File: src/rtl/write_back.sv
// Final pipeline stage: retires execute results to the register file, flags,
// data memory (via a waitrequest handshake) or the PC (branch redirect + drain).
module write_back #(
  parameter int REG_COUNT   = 16,
  parameter int PC_INDEX    = 15,
  parameter int FLAGS_INDEX = 14,
  localparam int RW         = $clog2(REG_COUNT)
) (
  input  logic          clock,
  input  logic          reset_n,
  input  logic          in_valid,
  input  logic [31:0]   in_pc,
  input  logic [RW-1:0] in_destination,
  input  logic          in_destination_is_memory,
  input  logic [3:0]    in_flags,
  input  logic [31:0]   in_destination_value,
  input  logic [31:0]   in_adjustment,
  input  logic          in_has_flushed,
  output logic          in_hold,
  output logic [RW-1:0] rf_read_index,
  input  logic [31:0]   rf_read_value,
  output logic          rf_we,
  output logic [RW-1:0] rf_index,
  output logic [31:0]   rf_value,
  output logic          flags_we,
  output logic [3:0]    flags_value,
  output logic          mem_write,
  output logic [31:0]   mem_address,
  output logic [31:0]   mem_data,
  input  logic          mem_waitrequest,
  output logic          redirect_valid,
  output logic [31:0]   redirect_pc,
  output logic [31:0]   retired_count
);

  localparam logic [1:0] IDLE  = 2'd0;
  localparam logic [1:0] STORE = 2'd1;
  localparam logic [1:0] DRAIN = 2'd2;

  localparam logic [RW-1:0] PC_REG = RW'(PC_INDEX);

  // The PC and flags aliases must be distinct, addressable registers.
  if (PC_INDEX >= REG_COUNT || FLAGS_INDEX >= REG_COUNT || PC_INDEX == FLAGS_INDEX) begin : g_bad_index
    $error("write_back: PC_INDEX/FLAGS_INDEX out of range or equal");
  end

  logic [1:0] state;
  logic       accept;
  logic       is_branch;

  // The instruction PC is carried for debug visibility only; retirement does not need it.
  logic       unused_pc;
  assign unused_pc = ^in_pc;

  assign in_hold       = (state == STORE);
  assign rf_read_index = in_destination;
  assign is_branch     = !in_destination_is_memory && (in_destination == PC_REG);
  assign accept        = in_valid && ((state == IDLE) || (state == DRAIN && in_has_flushed));

  // NOTE: every register here, including wide data, is cleared by the async
  // reset so mem_write drops the instant reset_n falls, even mid-store.
  always_ff @(posedge clock or negedge reset_n) begin
    if (!reset_n) begin
      state          <= IDLE;
      rf_we          <= 1'b0;
      rf_index       <= '0;
      rf_value       <= '0;
      flags_we       <= 1'b0;
      flags_value    <= '0;
      mem_write      <= 1'b0;
      mem_address    <= '0;
      mem_data       <= '0;
      redirect_valid <= 1'b0;
      redirect_pc    <= '0;
      retired_count  <= '0;
    end else begin
      // NOTE: non-blocking defaults make the strobes single-cycle pulses;
      // later assignments in this block override them for the same edge.
      rf_we          <= 1'b0;
      flags_we       <= 1'b0;
      redirect_valid <= 1'b0;

      case (state)
        IDLE, DRAIN: begin
          if (accept) begin
            retired_count <= retired_count + 32'd1;
            if (in_destination_is_memory) begin
              mem_address <= rf_read_value + in_adjustment;
              mem_data    <= in_destination_value;
              mem_write   <= 1'b1;
              state       <= STORE;
            end else if (is_branch) begin
              redirect_valid <= 1'b1;
              redirect_pc    <= in_destination_value;
              flags_we       <= 1'b1;
              flags_value    <= in_flags;
              state          <= DRAIN;
            end else begin
              rf_we       <= 1'b1;
              rf_index    <= in_destination;
              rf_value    <= in_destination_value;
              flags_we    <= 1'b1;
              flags_value <= in_flags;
              state       <= IDLE;
            end
          end else if (state == DRAIN && in_has_flushed) begin
            state <= IDLE;
          end
        end
        STORE: begin
          if (!mem_waitrequest) begin
            mem_write <= 1'b0;
            state     <= IDLE;
          end
        end
        default: state <= IDLE;
      endcase
    end
  end

endmodule

File: config.mk
export PLATFORM = sky130hd
export DESIGN_NAME = write_back
export DESIGN_NICKNAME = d
export VERILOG_FILES = /design/src/rtl/write_back.sv
export SDC_FILE = /design/constraint.sdc
export NUM_CORES = 1
export LEC_CHECK = 0
export BUFFER_PORTS_ARGS = -buffer_cell sky130_fd_sc_hd__buf_2
export CAP_MARGIN = 5
export CORE_MARGIN = 2
export CORE_UTILIZATION = 46
export CTS_BUF_LIST = sky130_fd_sc_hd__clkbuf_2 sky130_fd_sc_hd__clkbuf_4 sky130_fd_sc_hd__clkbuf_8
export CTS_CLUSTER_DIAMETER = 120
export DETAILED_ROUTE_END_ITERATION = 7
export PLACE_DENSITY = 0.79
export SYNTH_ARGS = -nofsm -noshare
export SYNTH_HDL_FRONTEND = slang
export SYNTH_SLANG_ARGS = --single-unit
export TNS_END_PERCENT = 30
File: constraint.sdc
create_clock -name clock -period 1.8 [get_ports clock]
set_input_delay 0.18 -clock clock [delete_from_list [all_inputs] [get_ports clock]]
set_output_delay 0.18 -clock clock [all_outputs]
set_load 0.005 [all_outputs]
---- Word level (Yosys, flattened, before mapping) ----
Index checks and enable logic that the tools add are counted.
operators by class
  $add $sub $neg .......................... 2
  multiply operators ...................... 0
  div/mod/pow operators ................... 0
  order comparisons ....................... 0
  equal/unequal tests ..................... 7
  shifts and indexed selects .............. 0
  multiplexer cells ....................... 21
  bitwise logic cells ..................... 2
  reductions and logical operators ........ 15
operators with widths
  cell                                                  count
  adder 32 x 1 -> 32 bit (second input constant)        1
  adder 32 bit                                          1
  two-way mux 1 bit                                     14
  AND reduction 4 bit                                   3
  two-way mux 2 bit                                     5
  inequality test 2 bit (second input constant)         3
  AND reduction 3 bit                                   2
  equality test 4 bit (second input constant)           1
  case mux 2 bit (2 select lines)                       1
  AND reduction 2 bit                                   2
  logical AND 1 bit                                     3
  inequality test 3 bit (second input constant)         1
  equality test 2 x 1 -> 1 bit (second input constant)  1
  equality test 2 bit (second input constant)           1
  zero test 2 bit                                       1
  NOT 1 bit                                             2
  case mux 1 bit (2 select lines)                       1
  nonzero test 2 bit                                    1
  OR reduction 2 bit                                    1
  zero test 1 bit                                       1
  logical OR 1 bit                                      1
storage, ports and cells
  register bits ........................... 174
  latch bits .............................. 0
  RAM bits ................................ 0
  bits in read-only memories .............. 0
  input port bits ......................... 142
  output and inout bits ................... 177
  word-level logic and storage cells ...... 59
  memories kept ........................... 0

---- Longest topological paths before layout ----
Gate-level depths: netlist of the first run.
  depth after elaboration ................. 6
  mapped depth ............................ 10
  gate-level depth less buffers ........... 9

---- Least setup slack after synthesis of the first run ----
OpenSTA, ideal clock, no wires.
  path kind ............................... input to register
  start point ............................. input port in_adjustment[3]
  end point ............................... register mem_address[27]
  library setup time ...................... 0.129 ns
  data arrival time ....................... 2.028 ns
  data required time ...................... 1.671 ns
  path slack .............................. -0.358 ns
  stages .................................. 8
  path buffers ............................ 0
  cells stage by stage .................... ha_1 > a21o_1 > a221o_1 > a311oi_4 > a21oi_2 > a221oi_2 > xor2_1 > o21ai_1
on the way
  longest elaborated chain between the ends .. 1
RTL lines
  what                  RTL line  text
  start, declared       17        input logic [31:0] in_adjustment,
  adder 32 bit          88        mem_address <= rf_read_value + in_adjustment;
  end signal, assigned  88
  end, declared         28        output logic [31:0] mem_address,
No other way between the ends.
A chain may end at the register's enable or synchronous reset.

---- Final worst setup path of the first run ----
  start point ............................. register retired_count[9]
  end point ............................... register retired_count[31]
on the way
  longest elaborated chain between the ends .. 1
RTL lines
  what                    RTL line  text
  start, declared         33        output logic [31:0] retired_count
  start signal, assigned  86        retired_count <= retired_count + 32'd1;
  adder 32 x 1 -> 32 bit  86
No other way between the ends.

==> results of run 1 <==
metrics by stage:
stage / cell area (sq um) / std cells / total power, uW
after floorplan: 8660 / 801 / 6620
after global placement: 11300 / 1409 / 8310
after detailed placement: 11300 / 1409 / 8450
after CTS: 12300 / 1492 / 11400
after global routing: 12700 / 1503 / 12300
final: 12700 / 1503 / 11700
how the worst max path moves through the flow:
stage,from,slack (ps),end
2_1_floorplan,in_adjustment[1],-270,mem_address[27]$_DFFE_PN0P_
3_3_place_gp,in_adjustment[1],-450,mem_address[27]$_DFFE_PN0P_
3_5_place_dp,in_adjustment[1],-510,mem_address[29]$_DFFE_PN0P_
4_1_cts,retired_count[9]$_DFFE_PN0P_,-40,retired_count[26]$_DFFE_PN0P_
5_1_grt,retired_count[12]$_DFFE_PN0P_,-100,retired_count[30]$_DFFE_PN0P_
6_report,retired_count[9]$_DFFE_PN0P_,10,retired_count[31]$_DFFE_PN0P_
what timing repair did:
action                     CTS  global route
hold endpoints to repair   148             0
pin swaps                    7            25
setup buffers                6             9
cloned                       2             2
hold buffers                44             0
setup endpoints to repair   38           129
gates resized for setup     10            78
worst register-to-register path, cell delays in order (launching register included):
cell and delay, ps:
dfrtp_1 360, nand4_1 170, nor4b_4 260, nand4_1 150, or2_1 300, nor2_2 160
nand4_1 140, xnor2_1 140
cells by family after synthesis:
group,synth area share [%]
AOI/OAI and AO/OA,10.6
buffers and inverters,2.56
adders and majority gates,5.00
xor gates and xnor gates,5.94
muxes,9.46
and+or+nand+nor,14.7
DFF,51.8
routing by layer:
layer  vias up  wire (microns)  global-route usage (%)  part of all wire [%]
li1       3674               -                       -                     -
met3       100            1530                    6.11                   5.5
met4         0            1570                    15.8                   5.6
met2       356           14000                    47.5                    50
met1      3893           10700                    32.5                    38
met5         -               0                       0                     0
placed cells by master (no fill, tap or decap), drive strengths merged, types with 4 or more instances in the layout:
master       instances
buf                436
nand2              183
dfrtp              174
mux2                68
dlygate4sd3         44
o21ai               42
xnor2               40
nor2                34
a21oi               33
ha                  32
clkbuf              20
a21o                19
xor2                17
nand4               16
inv                 16
nand3               11
and3                 8
nor3                 6
a31oi                6
o21bai               5
o211ai               4
and2                 4
final cells by class:
class	count	area, sq um
timing repair buffer	482	3280
clock inverter	13	153
fill	1254	5250
clock buffer	18	248
tap	229	287
multi-input combinational	577	4360
inverter	10	37.5
sequential	174	4350
power groups by stage:
stage          combinational, uW  clock [uW]  sequential, uW
3_3_place_gp                3140           0            5170
5_1_grt                     3970        3040            5270
6_report                    3670        2810            5190
3_5_place_dp                3240           0            5210
2_1_floorplan               1390           0            5230
4_1_cts                     3370        2860            5140
state kept, by name, indices dropped and copies added (netlist names):
register and count:
mem_address 32, mem_data 32, redirect_pc 32, retired_count 32, rf_value 32, flags_value 4, rf_index 4, state 2
flags_we 1, mem_write 1, redirect_valid 1, rf_we 1
==> flow_summary.ini, run 1 <==
[floorplan]
start_util_pct = 46.8
coreArea_sq_um = 18000
io_pins = 319
fp.dieArea_sq_um = 19400
rows = 49
die_w_microns = 139
die_y_microns = 139

[sta]
finalClockSkew_ps = 18.2
grt_setup_unrepaired = true
relSlewSlack_pct = 66.1
fin_ws_ps = 14.0
hold_viol = 0
fmax_ghz = 0.560
tns_ps = 0
holdWs_ps = 49.1
worst_pin_slew_ps = 508
post-route-period-util_pct = 99.2
setup_violations = 0
period_needed_ps = 1790
slew_viol_final = 0

[power]
p_sw_share_pct = 32.4
p_clk_share_pct = 24.1
combPwrFrac_pct = 31.5
power.switching_uw = 3780
p_leak_uw = 0.00658
p_per_area_nw_per_um2 = 917
p_int_uw = 7880
pwr-share-seq_pct = 44.5
ir_worst_vdd_mv = 0.699

[worst_setup_path]
required_ps = 2150
critPathTopFamily = simple AND/OR/NAND/NOR gates
cp.arrival_ps = 2130
crit_top_cell = nand4_1
r2r-start = retired_count[9]$_DFFE_PN0P_
path_class = register to register
cp_num_buf_inv = 0
startpoint_type = register
reg2reg_to = retired_count[31]$_DFFE_PN0P_
end_kind = register
cp_cell_sequence = nand4_1 > nor4b_4 > nand4_1 > or2_1 > nor2_2 > nand4_1 > xnor2_1
rr_worst_depth = 7
critPathMaxStageDelay_ps = 360
cpMaxStageDelayCell = dfrtp_1
cp_max_fo = 4
reg2reg_setup_slack_ps = 10
cp.depth = 7

[layout]
fin_nets = 1437
n_antenna_cell = 0
drive_gt1_share_pct = 46.7
syn_to_final_growth_pct = 51.2
utilization_pct = 70.8

[min_path]
hold_end = mem_address[0]$_DFFE_PN0P_
hp-class = input port to register
min_from = rf_read_value[0]
min_delay_path_depth = 4

[route]
wirelength_microns = 27700
routedWlPerCell_microns = 18.5
dr.pass1.iters = 5
vias = 8023
drtIter0Drc = 445
drc = 0
vias_per_cell = 5.34
drt.antenna.violating_nets = 0

[placement]
io_buffers = 286
gp_congestion = 0.922
place_hpwl_microns = 18800
pre_cts_slack_ps = -513

[synthesis]
synth_top_area_share_pct = 51.8
ys_ff_latch = 174
synthFlopType = dfrtp_1
synth_fp_nets = 976
synth_top_cell_by_area = dfrtp_1
synth_area_leaders = dfrtp_1, nand2_1, mux2_2, ha_1, xnor2_1
synthDistinctLibCells = 65
synth_area_sq_um = 8410
synth_edf_count = 0
avgSynthCellArea_sq_um = 10.5
async_flop_share_pct = 100
yosysMostFrequentCell = nand2_1
synth.yosys.seq_area_share_pct = 51.8
ys.warnings.count = 0
syn_inst = 801
synth_common_cells = nand2_1, dfrtp_1, mux2_2, xnor2_1

[global_route]
grtUsageTotal_pct = 27.8
grt_pass1_wl_microns = 42800
grt_overflow = 0
antenna_found_initial = 0
grt_pass1_vias = 8196
grt_max_degree = 50

[cts]
h-tree-depth = 4
cts_buffers = 17
tritoncts = yes
clk_latency_ps = 460
clk_path_buf_depth = 2
cts-root-buf = clkbuf_8
cts.clk_slew.worst_paths_ps = 100
clkSinkCount = 174

[job]
drv_cap = 0

[status]
outcome = finished, final reports clean
(Power assumes the default switching activity.)
==> run 2: changes to the inputs <==
--- a/constraint.sdc
+++ b/constraint.sdc
@@ -3,2 +3,2 @@
 set_output_delay 0.18 -clock clock [all_outputs]
-set_load 0.005 [all_outputs]
+set_load 0.01 [all_outputs]
==> flow_summary.ini, run 2 (same netlist as run 1, synthesis figures left out) <==
[sta]
setup_violations = 7
relSlewSlack_pct = 68.5
slew_viol_final = 0
hold_viol = 0
grt_setup_unrepaired = true
period_needed_ps = 1850
fmax_ghz = 0.542
post-route-period-util_pct = 103
fin_ws_ps = -45.8
worst_pin_slew_ps = 472
finalClockSkew_ps = 15.8

[worst_setup_path]
cp_max_fo = 4
end_kind = register
reg2reg_to = retired_count[30]$_DFFE_PN0P_
reg2reg_setup_slack_ps = -50
critPathMaxStageDelay_ps = 370
crit_path_end = retired_count[30]$_DFFE_PN0P_
rr_worst_depth = 8
cp_num_buf_inv = 2
startpoint_type = register
r2r-start = retired_count[11]$_DFFE_PN0P_
required_ps = 2140
critPathTopFamily = simple AND/OR/NAND/NOR gates
cpMaxStageDelayCell = dfrtp_1
startpoint = retired_count[11]$_DFFE_PN0P_
cp.depth = 8
path_class = register to register
cp.arrival_ps = 2190
cp_cell_sequence = nand4_1 > nor4b_4 > nand4_1 > buf_4 > nor3_2 > buf_4 > nand3_1 > xnor2_1

[cts]
cts_buffers = 17
cts-root-buf = clkbuf_8
clk_latency_ps = 460
clk_path_buf_depth = 2
cts.clk_slew.worst_paths_ps = 100
h-tree-depth = 4
tritoncts = yes
clkSinkCount = 174

[global_route]
grt_pass1_wl_microns = 41000
grt_overflow = 0
grtUsageTotal_pct = 26.6
grt_pass1_vias = 7934
grt_max_degree = 49
antenna_found_initial = 0

[floorplan]
rows = 49
io_pins = 319
fp.dieArea_sq_um = 19400
coreArea_sq_um = 18000
die_y_microns = 139
start_util_pct = 46.8
die_w_microns = 139

[route]
wl_met3_microns = 1330
drt-met1-wl_microns = 10400
drt.antenna.violating_nets = 0
routedWlPerCell_microns = 17.5
top_layer = met4
drc = 0
vias = 7880
wl_met2_microns = 13200
dr.pass1.iters = 5
wirelength_microns = 26000
drtIter0Drc = 443
vias_per_cell = 5.29

[min_path]
hp-class = input port to register

[placement]
gp_congestion = 0.942
io_buffers = 286
place_hpwl_microns = 19000
pre_cts_slack_ps = -486

[power]
ir_worst_vdd_mv = 0.527
p_per_area_nw_per_um2 = 937
p_leak_uw = 0.00630

[layout]
fin_nets = 1424
syn_to_final_growth_pct = 45.7
fillerInstances = 1315
multiInputGateArea_sq_um = 4170
n_antenna_cell = 0
layout_commonest_cell = buf_2
utilization_pct = 68.2
drive_gt1_share_pct = 45.5
ff_latch_area_sq_um = 4360
mostFrequentLayoutCells = buf_2, nand2_1, dfrtp_1, buf_4, mux2_2

[status]
outcome = finished, violations left
violations = setup timing

[job]
drv_cap = 0
## run 2: cell count changes in the layout (fill, tap and decap cells not counted), moves of 4 or more
cell,change
mux2_2,+27
buf_2,+5
buf_6,-8
nor2_2,-4
mux2_4,-31
mux2_1,+4
buf_12,-4
ha_4,-4
ha_1,+5
## run 2: metrics by stage
step	hold WS, ps	instance area (sq um)	TNS, ps	total power, uW	std cells
floorplan	-116	8690	-6880	6920	801
global placement	144	11300	-8750	8640	1409
detailed placement	155	11300	-9780	8760	1409
CTS	-68.0	12100	-65.0	11500	1485
global route	25.5	12300	-1780	12100	1490
finish	31.0	12300	-223	11500	1490
## run 2: worst register-to-register path, delay by kind of cell, from the launching register on
kind	cells	cell delay, ps
XOR/XNOR	1	140
buffers and inverters	2	330
flip-flops	1	370
AND/OR/NAND/NOR	5	890
## run 2: layout make-up
cell class	count	area share (%)
flip-flops and latches	174	35.6
multi-input cells	577	34.0
repair buffers	469	24.6
well taps	229	2.34
clock buffers	17	1.91
clock inverters	14	1.24
inverters	10	0.306
## run 2: timing repair
item | in CTS | in global routing
hold endpoints to repair | 148 | 3
pin swaps | 3 | 6
setup endpoints to repair | 31 | 107
setup buffers | 4 | 3
gates resized for setup | 4 | 24
hold buffers | 41 | 1
gates cloned | 0 | 1
## run 2: how the worst min path moves through the flow
stage / startpoint / to / slack, ps / depth (start not counted)
2_1_floorplan: reset_n / flags_value[0]$_DFFE_PN0P_ / -120 / 0
3_3_place_gp: reset_n / redirect_pc[22]$_DFFE_PN0P_ / 140 / 1
3_5_place_dp: reset_n / rf_we$_DFF_PN0_ / 150 / 1
4_1_cts: in_destination_value[4] / mem_data[4]$_DFFE_PN0P_ / -70 / 3
5_1_grt: in_valid / state[1]$_DFFE_PN0P_ / 30 / 3
6_report: in_valid / state[1]$_DFFE_PN0P_ / 30 / 3
## run 2: where the power goes
part	internal (uW)	leakage (uW)	switching (uW)
combinational	1740	0.00394	1950
sequential	4670	0.00218	484
clock	1030	0.000185	1610
## run 2: metal layers
layer | GRT usage (%) | vias to the layer above
met5 | 0 | -
li1 | - | 3653
met1 | 32.2 | 3823
met3 | 4.97 | 84
met4 | 11.9 | 0
met2 | 46.3 | 320
==> run 3: changes to the inputs <==
Settings changed: CORE_ASPECT_RATIO from default to 0.8, SKIP_CTS_REPAIR_TIMING from default to 1, SKIP_LAST_GASP from default to 1.
==> flow_summary.ini, run 3 (same netlist as run 1, synthesis figures left out) <==
[cts]
clk_path_buf_depth = 2
clkSinkCount = 174
tritoncts = yes
h-tree-depth = 4
cts_buffers = 17
cts.clk_slew.worst_paths_ps = 110
clk_latency_ps = 460
cts-root-buf = clkbuf_8

[sta]
worst_pin_slew_ps = 444
grt_setup_unrepaired = true
fin_ws_ps = -129
setup_violations = 11
fmax_ghz = 0.518
holdWs_ps = 21.6
post-route-period-util_pct = 107
hold_viol = 0
relSlewSlack_pct = 70.4
slew_viol_final = 0
period_needed_ps = 1930
finalClockSkew_ps = 20.8
tns_ps = -703

[route]
routedWlPerCell_microns = 17.1
dr.pass1.iters = 5
drc = 0
drtIter0Drc = 623
vias = 7807
drt.antenna.violating_nets = 0
vias_per_cell = 5.23
wirelength_microns = 25500

[worst_setup_path]
cp.depth = 7
cp_max_fo = 4
rr_worst_depth = 7
cp.arrival_ps = 2320
cp_num_buf_inv = 1
path_class = register to register
startpoint_type = register
end_kind = register
required_ps = 2190
critPathMaxStageDelay_ps = 380
cpMaxStageDelayCell = dfrtp_1
crit_top_cell = nand4_1
critPathTopFamily = simple AND/OR/NAND/NOR gates
cp_cell_sequence = nand4_1 > nor4b_4 > nand4_1 > or2_4 > buf_4 > nor2_2 > xor2_1

[placement]
place_area_sq_um = 11300
io_buffers = 286
gp_congestion = 0.940
place_hpwl_microns = 18400

[power]
ir_worst_vdd_mv = 0.547
p_per_area_nw_per_um2 = 944
p_clk_share_pct = 23.6
power.switching_uw = 4100
total_power_uw = 11600
p_int_uw = 7490
pwr-share-seq_pct = 44.5
p_sw_share_pct = 35.4
combPwrFrac_pct = 31.9
p_leak_uw = 0.00634

[min_path]
hp-class = input port to register
min_delay_path_depth = 3

[layout]
utilization_pct = 68.1
layout_commonest_cell = buf_2
syn_to_final_growth_pct = 45.9
multiInputGateArea_sq_um = 4160
mostFrequentLayoutCells = buf_2, nand2_1, dfrtp_1, buf_4, mux2_2
ff_latch_area_sq_um = 4360
n_antenna_cell = 0
fillerInstances = 1332
fin_area_sq_um = 12300
drive_gt1_share_pct = 45.6
fin_nets = 1424

[floorplan]
start_util_pct = 46.7
io_pins = 319
coreArea_sq_um = 18000
rows = 44
fp.dieArea_sq_um = 19400
die_w_microns = 155
die_y_microns = 125

[status]
outcome = finished, violations left
violations = setup timing

[global_route]
grt_pass1_vias = 7419
grtUsageTotal_pct = 24.8
grt_pass1_wl_microns = 38300
grt_overflow = 0
grt_max_degree = 81
antenna_found_initial = 0

[job]
drv_cap = 0
run 3: per-stage QoR:
stage | setup WS (ps) | cells
2_1_floorplan | -269 | 801
3_3_place_gp | -484 | 1412
5_1_grt | -156 | 1492
3_5_place_dp | -535 | 1412
6_report | -129 | 1492
4_1_cts | -77.9 | 1444
run 3: per-layer routing:
layer | vias to the layer above | share of wire (%) | GRT usage (%)
li1 | 3660 | - | -
met1 | 3798 | 44 | 34.9
met2 | 309 | 46 | 38.6
met3 | 40 | 7.2 | 6.31
met4 | 0 | 2.0 | 6.15
met5 | - | 0 | 0
run 3: final cells by class:
type	instances	area share [%]
clock buffer	17	1.91
sequential	174	35.5
tap	230	2.35
clock inverter	15	1.31
inverter	10	0.306
multi-input combinational	577	33.9
timing repair buffer	469	24.7
run 3: worst paths after layout:
path / startpoint / endpoint / slack [ps]
min in group asynchronous: reset_n / retired_count[22]$_DFFE_PN0P_ / 130
max reg2reg: retired_count[12]$_DFFE_PN0P_ / retired_count[23]$_DFFE_PN0P_ / -130
max: retired_count[12]$_DFFE_PN0P_ / retired_count[23]$_DFFE_PN0P_ / -130
max in group asynchronous: reset_n / mem_data[16]$_DFFE_PN0P_ / 940
min reg2reg: state[0]$_DFFE_PN0P_ / state[1]$_DFFE_PN0P_ / 430
min: in_has_flushed / state[1]$_DFFE_PN0P_ / 20
run 3: worst min-delay path, cell delays in order:
cell and delay, ps:
buf_2 90, nand2b_1 110, a21oi_1 60
run 3: power by group through the flow:
| stage | clock network [uW] | registers (uW) | logic [uW] |
|---|---|---|---|
| 6_report | 2730 | 5150 | 3700 |
| 5_1_grt | 2930 | 5250 | 4020 |
| 4_1_cts | 2770 | 5140 | 3560 |
| 3_5_place_dp | 0 | 5200 | 3550 |
| 3_3_place_gp | 0 | 5160 | 3470 |
| 2_1_floorplan | 0 | 5530 | 1390 |
